===== config.mk =====
export PLATFORM = sky130hd
export DESIGN_NAME = menu_overlay_renderer
export DESIGN_NICKNAME = d
export VERILOG_FILES = /design/src/rtl/menu_overlay_renderer.sv
export SDC_FILE = /design/constraint.sdc
export NUM_CORES = 1
export LEC_CHECK = 0
export CAP_MARGIN = 20
export CORE_MARGIN = 3
export CORE_UTILIZATION = 46
export CTS_CLUSTER_SIZE = 20
export DETAILED_ROUTE_END_ITERATION = 7
export GPL_TIMING_DRIVEN = 0
export PLACE_DENSITY_LB_ADDON = 0.3
export SLEW_MARGIN = 20
export SYNTH_ARGS = -nofsm -noshare
export SYNTH_HDL_FRONTEND = slang
export SYNTH_SLANG_ARGS = --single-unit

===== constraint.sdc =====
create_clock -name clk -period 2.7 [get_ports clk]
set_input_delay 0.81 -clock clk [delete_from_list [all_inputs] [get_ports clk]]
set_output_delay 0.81 -clock clk [all_outputs]
set_load 0.005 [all_outputs]

===== src/rtl/menu_overlay_renderer.sv =====
// Menu-screen pixel classifier for the Snake VGA front end: title, option boxes with digits,
// flashing cursor and prompt, plus the left/right/confirm difficulty selection machine.
module menu_overlay_renderer #(
   parameter int X_W          = 8,
   parameter int Y_W          = 7,
   parameter int NUM_OPTIONS  = 3,
   parameter int OPT_X0       = 28,
   parameter int OPT_PITCH    = 45,
   parameter int OPT_Y0       = 64,
   parameter int BOX_W        = 16,
   parameter int BOX_H        = 15,
   parameter int PROMPT_Y0    = 104,
   parameter int FLASH_PERIOD = 50000000,
   parameter int FLASH_ON     = 25000000,
   parameter int WRAP         = 1
) (
   input  logic           clk,
   input  logic           reset,
   input  logic           inmenu,
   input  logic [X_W-1:0] x_pointer,
   input  logic [Y_W-1:0] y_pointer,
   input  logic           key_left,
   input  logic           key_right,
   input  logic           key_confirm,
   output logic           menu_text,
   output logic           menu_flash,
   output logic [1:0]     selected_level,
   output logic           level_valid
);

   localparam int CNT_W = (FLASH_PERIOD > 2) ? $clog2(FLASH_PERIOD) : 1;
   localparam logic [CNT_W-1:0] CNT_MAX = CNT_W'(FLASH_PERIOD - 1);
   localparam logic [1:0] LAST_OPT = 2'(NUM_OPTIONS - 1);

   localparam logic [1:0] S_IDLE = 2'd0;
   localparam logic [1:0] S_MENU = 2'd1;
   localparam logic [1:0] S_DONE = 2'd2;

   // 5x9 digit glyphs "1".."4", row 0 in the MSBs, leftmost column first.
   localparam logic [44:0] GLYPH [4] = '{
      45'b00110_01110_00110_00110_00110_00110_00110_00110_01111,
      45'b01110_10001_00001_00010_00100_01000_10000_10000_11111,
      45'b11110_00001_00001_00001_01110_00001_00001_00001_11110,
      45'b00010_00110_01010_10010_11111_00010_00010_00010_00010
   };

   logic [1:0]       state, state_nx;
   logic [1:0]       sel_nx;
   logic             valid_nx;
   logic             key_left_d, key_right_d, key_confirm_d;
   logic             rise_left, rise_right, rise_confirm;
   logic [CNT_W-1:0] flash_cnt;
   logic             flash_on;

   assign rise_left    = key_left & ~key_left_d;
   assign rise_right   = key_right & ~key_right_d;
   assign rise_confirm = key_confirm & ~key_confirm_d;
   assign flash_on     = int'(flash_cnt) < FLASH_ON;

   // NOTE: every signal written in always_comb gets a default first so no latch is inferred.
   always_comb begin
      state_nx = state;
      sel_nx   = selected_level;
      valid_nx = 1'b0;
      if (!inmenu) begin
         state_nx = S_IDLE;
      end else begin
         case (state)
            S_IDLE: state_nx = S_MENU;
            S_MENU: begin
               if (rise_confirm) begin
                  valid_nx = 1'b1;
                  state_nx = S_DONE;
               end else if (rise_right && !rise_left) begin
                  if (selected_level == LAST_OPT) sel_nx = (WRAP != 0) ? 2'd0 : selected_level;
                  else                            sel_nx = selected_level + 2'd1;
               end else if (rise_left && !rise_right) begin
                  if (selected_level == 2'd0) sel_nx = (WRAP != 0) ? LAST_OPT : selected_level;
                  else                        sel_nx = selected_level - 2'd1;
               end
            end
            S_DONE:  state_nx = S_DONE;
            default: state_nx = S_IDLE;
         endcase
      end
   end

   // NOTE: sequential state uses non-blocking assignments so every register samples pre-edge values.
   always_ff @(posedge clk or posedge reset) begin
      if (reset) begin
         state          <= S_IDLE;
         selected_level <= 2'd0;
         level_valid    <= 1'b0;
         flash_cnt      <= CNT_MAX;
         key_left_d     <= 1'b0;
         key_right_d    <= 1'b0;
         key_confirm_d  <= 1'b0;
      end else begin
         state          <= state_nx;
         selected_level <= sel_nx;
         level_valid    <= valid_nx;
         key_left_d     <= key_left;
         key_right_d    <= key_right;
         key_confirm_d  <= key_confirm;
         // A freshly moved cursor always starts in the off phase.
         if (sel_nx != selected_level || flash_cnt == '0) flash_cnt <= CNT_MAX;
         else                                             flash_cnt <= flash_cnt - CNT_W'(1);
      end
   end

   function automatic logic rect(input int lx, input int ly,
                                 input int x0, input int x1, input int y0, input int y1);
      return (lx >= x0) && (lx <= x1) && (ly >= y0) && (ly <= y1);
   endfunction

   // Letter k of "SNAKE" in a 25x45 cell with 6-pixel strokes.
   function automatic logic letter_pixel(input int k, input int lx, input int ly);
      logic hit;
      hit = rect(lx, ly, 0, 5, 0, 44);
      case (k)
         0: hit = rect(lx, ly, 0, 24, 0, 5) | rect(lx, ly, 0, 5, 0, 24) | rect(lx, ly, 0, 24, 19, 24)
                | rect(lx, ly, 19, 24, 19, 44) | rect(lx, ly, 0, 24, 39, 44);
         1: hit = hit | rect(lx, ly, 19, 24, 0, 44) | rect(lx, ly, 6, 18, 13, 30);
         2: hit = hit | rect(lx, ly, 19, 24, 0, 44) | rect(lx, ly, 0, 24, 0, 5) | rect(lx, ly, 0, 24, 19, 24);
         3: hit = hit | rect(lx, ly, 6, 18, 16, 28) | rect(lx, ly, 19, 24, 0, 15) | rect(lx, ly, 19, 24, 29, 44);
         default: hit = hit | rect(lx, ly, 0, 24, 0, 5) | rect(lx, ly, 0, 24, 19, 24) | rect(lx, ly, 0, 24, 39, 44);
      endcase
      return hit;
   endfunction

   function automatic logic title_hit(input int x, input int y);
      logic hit;
      hit = 1'b0;
      for (int k = 0; k < 5; k++) hit = hit | letter_pixel(k, x - (10 + 29 * k), y - 10);
      return hit;
   endfunction

   logic [X_W:0] px;
   logic [Y_W:0] py;
   logic [3:0]   outline_v, inner_v, glyph_v;
   logic         in_title, in_prompt, text_hit, sel_inner, sel_glyph, active;
   logic         flash_raw, text_nx, flash_nx;

   assign px        = {1'b0, x_pointer};
   assign py        = {1'b0, y_pointer};
   assign in_title  = title_hit(int'(x_pointer), int'(y_pointer));
   assign in_prompt = px >= (X_W+1)'(45) && px <= (X_W+1)'(112) &&
                      py >= (Y_W+1)'(PROMPT_Y0) && py <= (Y_W+1)'(PROMPT_Y0 + 7);

   always_comb begin
      logic [X_W:0] bx0, bx1, gx0;
      logic [Y_W:0] by0, by1, gy0;
      logic [1:0]   idx;
      logic         in_box, on_edge, in_cell;
      outline_v = '0;
      inner_v   = '0;
      glyph_v   = '0;
      for (int i = 0; i < 4; i++) begin
         idx     = 2'(i);
         bx0     = (X_W+1)'(OPT_X0 + i * OPT_PITCH);
         bx1     = bx0 + (X_W+1)'(BOX_W - 1);
         by0     = (Y_W+1)'(OPT_Y0);
         by1     = by0 + (Y_W+1)'(BOX_H - 1);
         gx0     = bx0 + (X_W+1)'((BOX_W - 4) / 2);
         gy0     = by0 + (Y_W+1)'((BOX_H - 9) / 2);
         in_box  = (i < NUM_OPTIONS) && px >= bx0 && px <= bx1 && py >= by0 && py <= by1;
         on_edge = px == bx0 || px == bx1 || py == by0 || py == by1;
         in_cell = px >= gx0 && px <= gx0 + (X_W+1)'(4) && py >= gy0 && py <= gy0 + (Y_W+1)'(8);
         outline_v[idx] = in_box && on_edge;
         inner_v[idx]   = in_box && !on_edge;
         if (in_box && in_cell)
            glyph_v[idx] = GLYPH[idx][6'(44 - 5 * int'(py - gy0) - int'(px - gx0))];
      end
   end

   assign text_hit  = in_title || (|outline_v) || (|glyph_v);
   assign sel_inner = inner_v[selected_level];
   assign sel_glyph = glyph_v[selected_level];
   assign active    = inmenu && (state != S_IDLE);
   // After confirm the cursor turns solid and the prompt disappears.
   assign flash_raw = (state == S_DONE) ? sel_inner
                                        : flash_on && ((sel_inner && !sel_glyph) || in_prompt);
   assign text_nx   = active && text_hit;
   assign flash_nx  = active && !text_hit && flash_raw;

   always_ff @(posedge clk or posedge reset) begin
      if (reset) begin
         menu_text  <= 1'b0;
         menu_flash <= 1'b0;
      end else begin
         menu_text  <= text_nx;
         menu_flash <= flash_nx;
      end
   end

endmodule

# ---- Word level (Yosys, flattened, before mapping)
# Memories as Yosys holds them, arrays and structs flattened.
# Cells that the tools add are included.
dict set report totals {
  reg_bits 36
  romBits 192
  input_bits 21
  output_inout_bits 5
  wordCells 274
  mem_count 3
}
dict set report classes {
  add_sub_neg 17
  multipliers 1
  magnitude_cmp 60
  n_eq_ne 13
  mux 28
  bitwise_logic 25
  reduce_logical 118
}
# memory words word_bits rd rd_ports_with_merged_regs write_ports line
set mem_list {}
lappend mem_list {{(name not given)} 64 1 1 0 0 172} ;# glyph_v[idx] = GLYPH[idx][6'(44 - 5 * int'(py - gy0) - int'(px - gx0))];
lappend mem_list {{(name not given)} 64 1 1 0 0 172}
lappend mem_list {{(name not given)} 64 1 1 0 0 172}
# operator n
set op_table {}
lappend op_table {{$logic_and A1 B1 Y1} 92}
lappend op_table {{$le A9 B6 Y1 const B} 7}
lappend op_table {{$ge A9 B1 Y1 const B} 5}
lappend op_table {{$le A9 B4 Y1 const B} 5}
lappend op_table {{$ge A8 B6 Y1 const B} 5}
lappend op_table {{$ge A8 B7 Y1 const B} 5}
lappend op_table {{$le A8 B6 Y1 const B} 5}
lappend op_table {{$ge A9 B6 Y1 const B} 4}
lappend op_table {{$le A8 B7 Y1 const B} 4}
lappend op_table {{$sub A8 B7 Y9 const B} 3}
lappend op_table {{$logic_not A26 Y1} 1}
lappend op_table {{$lt A26 B25 Y1 const B} 1}
lappend op_table {{$mux W26} 1}
lappend op_table {{$sub A26 B1 Y26 const B} 1}
lappend op_table {{$eq A8 B7 Y1 const B} 3}
lappend op_table {{$lt A6 B8 Y1 const B} 3}
lappend op_table {{$ge A7 B7 Y1 const B} 3}
lappend op_table {{$le A7 B7 Y1 const B} 3}
lappend op_table {{$or A1 B1 Y1} 19}
lappend op_table {{$ge A9 B4 Y1 const B} 2}
lappend op_table {{$mux W2} 9}
lappend op_table {{$sub A6 B6 Y6} 3}
lappend op_table {{$ge A8 B5 Y1 const B} 2}
lappend op_table {{$le A8 B8 Y1 const B} 2}
lappend op_table {{other kinds (32)} 74}

# ---- Longest topological paths before layout
# Gate-level depths: netlist of run 1.
dict set report depth {
  ltp_word 18
  ltp_mapped 22
  mapped_depth_nobuf 21
}

# ---- Worst setup path before layout of run 1
# No wires, ideal clock.
dict set report synth_timing {
  path_type {in2reg}
  start {in y_pointer[2]}
  end {reg menu_flash}
  setup_time_ps 120
  arrival_ps 5370
  required_ps 2580
  path_slack_ps -2790
  path_stages 20
  path_buffers 2
  path_cell_list {buf_2 > inv_1 > ha_1 > a21oi_1 > xor2_1 > inv_1 > ha_1 > inv_1 > fa_1 > inv_1 > fa_1 > ha_1 > ha_1 > clkbuf_1 > xor2_1 > mux4_2 > mux2_2 > o22ai_1 > nor4_2 > and4_1}
}
dict set report synth_between {
  elab_chain_cells 17
  elab_cells_between_ends 146
  cone_classes {6 x add/sub; 1 x mul; 18 x order compare; 2 x eq/ne; 14 x mux; 19 x bitwise; 83 x reduce/logical; 3 x memory}
}
# item line
set synth_rtl {}
lappend synth_rtl {{start: declaration} 21} ;# input logic [Y_W-1:0] y_pointer,
lappend synth_rtl {{parallel branches: the longest is 16 deep, another holds $sub A7 B7 Y8} -}
lappend synth_rtl {{$logic_and A1 B1 Y1 (*)} 184} ;# assign flash_nx = active && !text_hit && flash_raw;
lappend synth_rtl {{named net flash_nx} 142} ;# logic flash_raw, text_nx, flash_nx;
lappend synth_rtl {{end signal: assignment} 192} ;# menu_flash <= flash_nx;
lappend synth_rtl {{end: declaration} 26} ;# output logic menu_flash,
# Mark *: on every way through the listed nets, which the timed path passes. The select of a mux whose other input is x is not followed.
# A chain may end at the register's enable or synchronous reset.

# ---- Worst setup path after layout of run 1
# Same ends and word-level chain as after synthesis.

==> flow_summary.json, run 1 <==
{
  "clk_latency_ns": 0.28,
  "gp_congestion": 0.968,
  "wl_um": 14600,
  "clock_skew_ns": 0.00265,
  "maxCapViolations": 0,
  "final_area_um2": 6270,
  "r2r_slack_ns": 0.21,
  "area_growth_pct": 20.3,
  "drtPass1Iterations": 5,
  "worst_slew_pin_slew_ns": 0.836,
  "fmax_mhz": 204,
  "remaining_drc_errors": 0,
  "hold_slack_ns": 0.469,
  "run_status": "complete, but fails checks",
  "multi_input_area_um2": 4230,
  "p_leak_nw": 2.65,
  "ff_latch_area_um2": 923,
  "synth_top_family_by_area": "simple AND/OR/NAND/NOR gates",
  "critPathLaunchType": "primary input",
  "final_common_cell": "nand2_1",
  "worstPathRequired_ns": 2.87,
  "setup_violations": 2,
  "peakVddDrop_mv": 0.575,
  "hold_violations": 0,
  "htreeDepth": 2,
  "path_clk_slew_ns": 0.05,
  "cts_hold_buffers": 0,
  "hpwl_um": 11000,
  "setup-tns-final_ns": -4.32,
  "power_mw": 4.53,
  "ys_async_sr_fraction": 1.00,
  "rsz0062_at_grt": "yes",
  "muxShareOfSynthArea": 0.0252,
  "relSlewSlack": 0.428,
  "grt_pass1_vias": 4913,
  "coreArea_um2": 11000,
  "synth_top_flop_cell": "dfstp_2",
  "die_x_um": 113,
  "viasPerCell": 6.09,
  "worst_slack_ns": -2.19,
  "postRouteAntennaNets": 0,
  "path_max_fanout": 3,
  "fin_nets": 780,
  "synth.avg_cell_area_um2": 8.17,
  "drive_above_1_share": 0.182,
  "die-area_um2": 12700,
  "grt.overflow.total": 0,
  "place_area_um2": 5710,
  "wl_per_cell_um": 17.7,
  "grt_usage": 0.225,
  "numCtsBuffers": 5,
  "final_cells": 828,
  "ys_types": 86,
  "drv_slew": 0,
  "place_ws_ns": -3.58,
  "synth-edff-count": 0,
  "synthCells": 639,
  "yosys.area_share.simple": 0.236,
  "io_pins": 26,
  "fin_crit_sh": 1.81,
  "clockBufferDepth": 2,
  "fin_util": 0.571,
  "synth_compound_area_frac": 0.204,
  "seq_area_frac_synth": 0.177,
  "ys.warnings.count": 0,
  "powerDensity_nw_per_um2": 722,
  "io_buffer_count": 23,
  "synth.net_count": 732,
  "rows": 38,
  "layout_min_cycle_time_ns": 4.89,
  "grt_max_degree": 37,
  "grt_pass1_wl_um": 23900,
  "violations": "negative setup slack",
  "clock_sink_count": 36,
  "ys_ff_latch": 36,
  "place_inst": 802,
  "antenna_found_initial": 0,
  "synthXorXnorAreaFrac": 0.111,
  "hold_path.class": "flip-flop to flip-flop",
  "netlist_area_um2": 5220,
  "root_buffer": "clkbuf_16",
  "num_antenna_cells": 0,
  "num_vias": 5039,
  "die_h_um": 113,
  "crit_path_end_kind": "flip-flop",
  "synthAdderAreaFrac": 0.181,
  "initial_core_util": 0.475,
  "cts_tree": "built",
  "fillCellCount": 968,
  "layout_common_cells": "nand2_1 (60), ha_1 (57), inv_1 (42)",
  "crit_type": "primary input to flip-flop",
  "crit_arrival_ns": 5.06,
  "first_iter_violations": 484
}
-- kinds of logic (layout without fill, tap and decap cells) --
kind of cell    after synthesis  after routing
simple gates                230            230
compound gates              151            151
buf+inv                      81            130
fa+ha+maj                    72             72
xor+xnor                     58             58
flops                        36             36
mux                          11             11
-- report_power, final --
group | total (mW) | switching, mW | internal, mW
logic | 3.11 | 1.57 | 1.54
registers | 0.760 | 0.0976 | 0.662
clock network | 0.660 | 0.211 | 0.448
total | 4.53 | 1.88 | 2.65
-- synth_stat cells (4+ instances only) --
cell type	count	area share
o22ai_1	6	0.0072
o31ai_1	5	0.0072
a31oi_1	8	0.0096
nor2b_1	16	0.019
xnor2_1	28	0.047
a211oi_1	7	0.010
nand4_1	5	0.0060
nand3b_1	6	0.0086
fa_1	6	0.023
clkbuf_1	11	0.0079
a21o_1	12	0.017
dfrtp_1	18	0.086
ha_1	66	0.16
a22o_1	5	0.0084
nor2_1	33	0.024
nand2b_1	12	0.014
mux2i_1	5	0.0096
o2bb2ai_1	4	0.0067
dfstp_2	18	0.091
nand3_1	18	0.017
or3_1	5	0.0060
nor3b_1	4	0.0058
nor3_1	22	0.021
inv_1	47	0.034
o21ai_0	18	0.017
and3_1	6	0.0072
buf_4	4	0.0058
and2_1	12	0.014
mux2_2	4	0.0086
buf_2	18	0.017
or4_1	4	0.0058
nand2_1	60	0.043
nor4_1	9	0.011
xor2_1	24	0.040
a21oi_1	37	0.035
-- cell type report --
| type | count | share of cell area |
|---|---|---|
| multi-input cells | 522 | 0.675 |
| flip-flops and latches | 36 | 0.147 |
| repair buffers | 43 | 0.0616 |
| inverters | 48 | 0.0305 |
| plain buffers | 31 | 0.0299 |
| clock buffers | 8 | 0.0283 |
| well taps | 140 | 0.0279 |
-- registers in the layout, summed over array words and instances, names as in the netlist --
signal	count
level_valid	1
menu_text	1
selected_level	2
menu_flash	1
key_left_d	1
key_confirm_d	1
flash_cnt	26
key_right_d	1
state	2
-- final timing paths --
check                                             from                 endpoint  depth (start not counted)
max in group asynchronous                        reset  flash_cnt[16]$_DFF_PP0_                          2
min in group asynchronous                        reset     menu_flash$_DFF_PP0_                          2
worst max register to register  flash_cnt[2]$_DFF_PP1_  flash_cnt[24]$_DFF_PP0_                          8
worst min register to register  flash_cnt[0]$_DFF_PP1_   flash_cnt[0]$_DFF_PP1_                          1
worst min-delay path            flash_cnt[0]$_DFF_PP1_   flash_cnt[0]$_DFF_PP1_                          1
worst max-delay path                      y_pointer[2]     menu_flash$_DFF_PP0_                         21
-- routing by layer --
layer | vias to the layer above | global-route usage | routed length (um)
li1 | 2386 | - | -
met1 | 2439 | 0.306 | 6640
met2 | 181 | 0.381 | 6850
met3 | 33 | 0.0253 | 786
met4 | 0 | 0.0617 | 364
met5 | - | 0 | 0
-- critical path, stage by stage --
cell	delay, ns
buf_12	0.08
buf_12	0.10
inv_8	0.03
ha_4	0.15
a21oi_4	0.15
xor2_2	0.19
inv_1	0.07
ha_1	0.27
inv_1	0.04
fa_1	0.51
inv_2	0.04
fa_2	0.56
ha_4	0.21
ha_4	0.28
buf_6	0.11
xor2_4	0.17
mux4_2	0.52
mux2_4	0.32
o22ai_4	0.13
nor4_4	0.09
and4_1	0.22
-- repair_timing --
| action | 4_1_cts | 5_1_grt |
|---|---|---|
| buffers inserted | 12 | 8 |
| pin swaps | 16 | 17 |
| hold endpoints to repair | 0 | 0 |
| gates resized for setup | 42 | 21 |
| endpoints found under the setup margin | 22 | 22 |
Power figures use the tool's default switching activity.
==> run 2: changes to the inputs <==
--- a/config.mk
+++ b/config.mk
@@ -11,6 +11,7 @@
 export CTS_CLUSTER_SIZE = 20
 export DETAILED_ROUTE_END_ITERATION = 7
 export GPL_TIMING_DRIVEN = 0
+export HOLD_SLACK_MARGIN = 0.12
 export PLACE_DENSITY_LB_ADDON = 0.3
 export SLEW_MARGIN = 20
 export SYNTH_ARGS = -nofsm -noshare
==> results of run 2 <==
The final DEF is identical to that of run 1; final timing and power are the same.
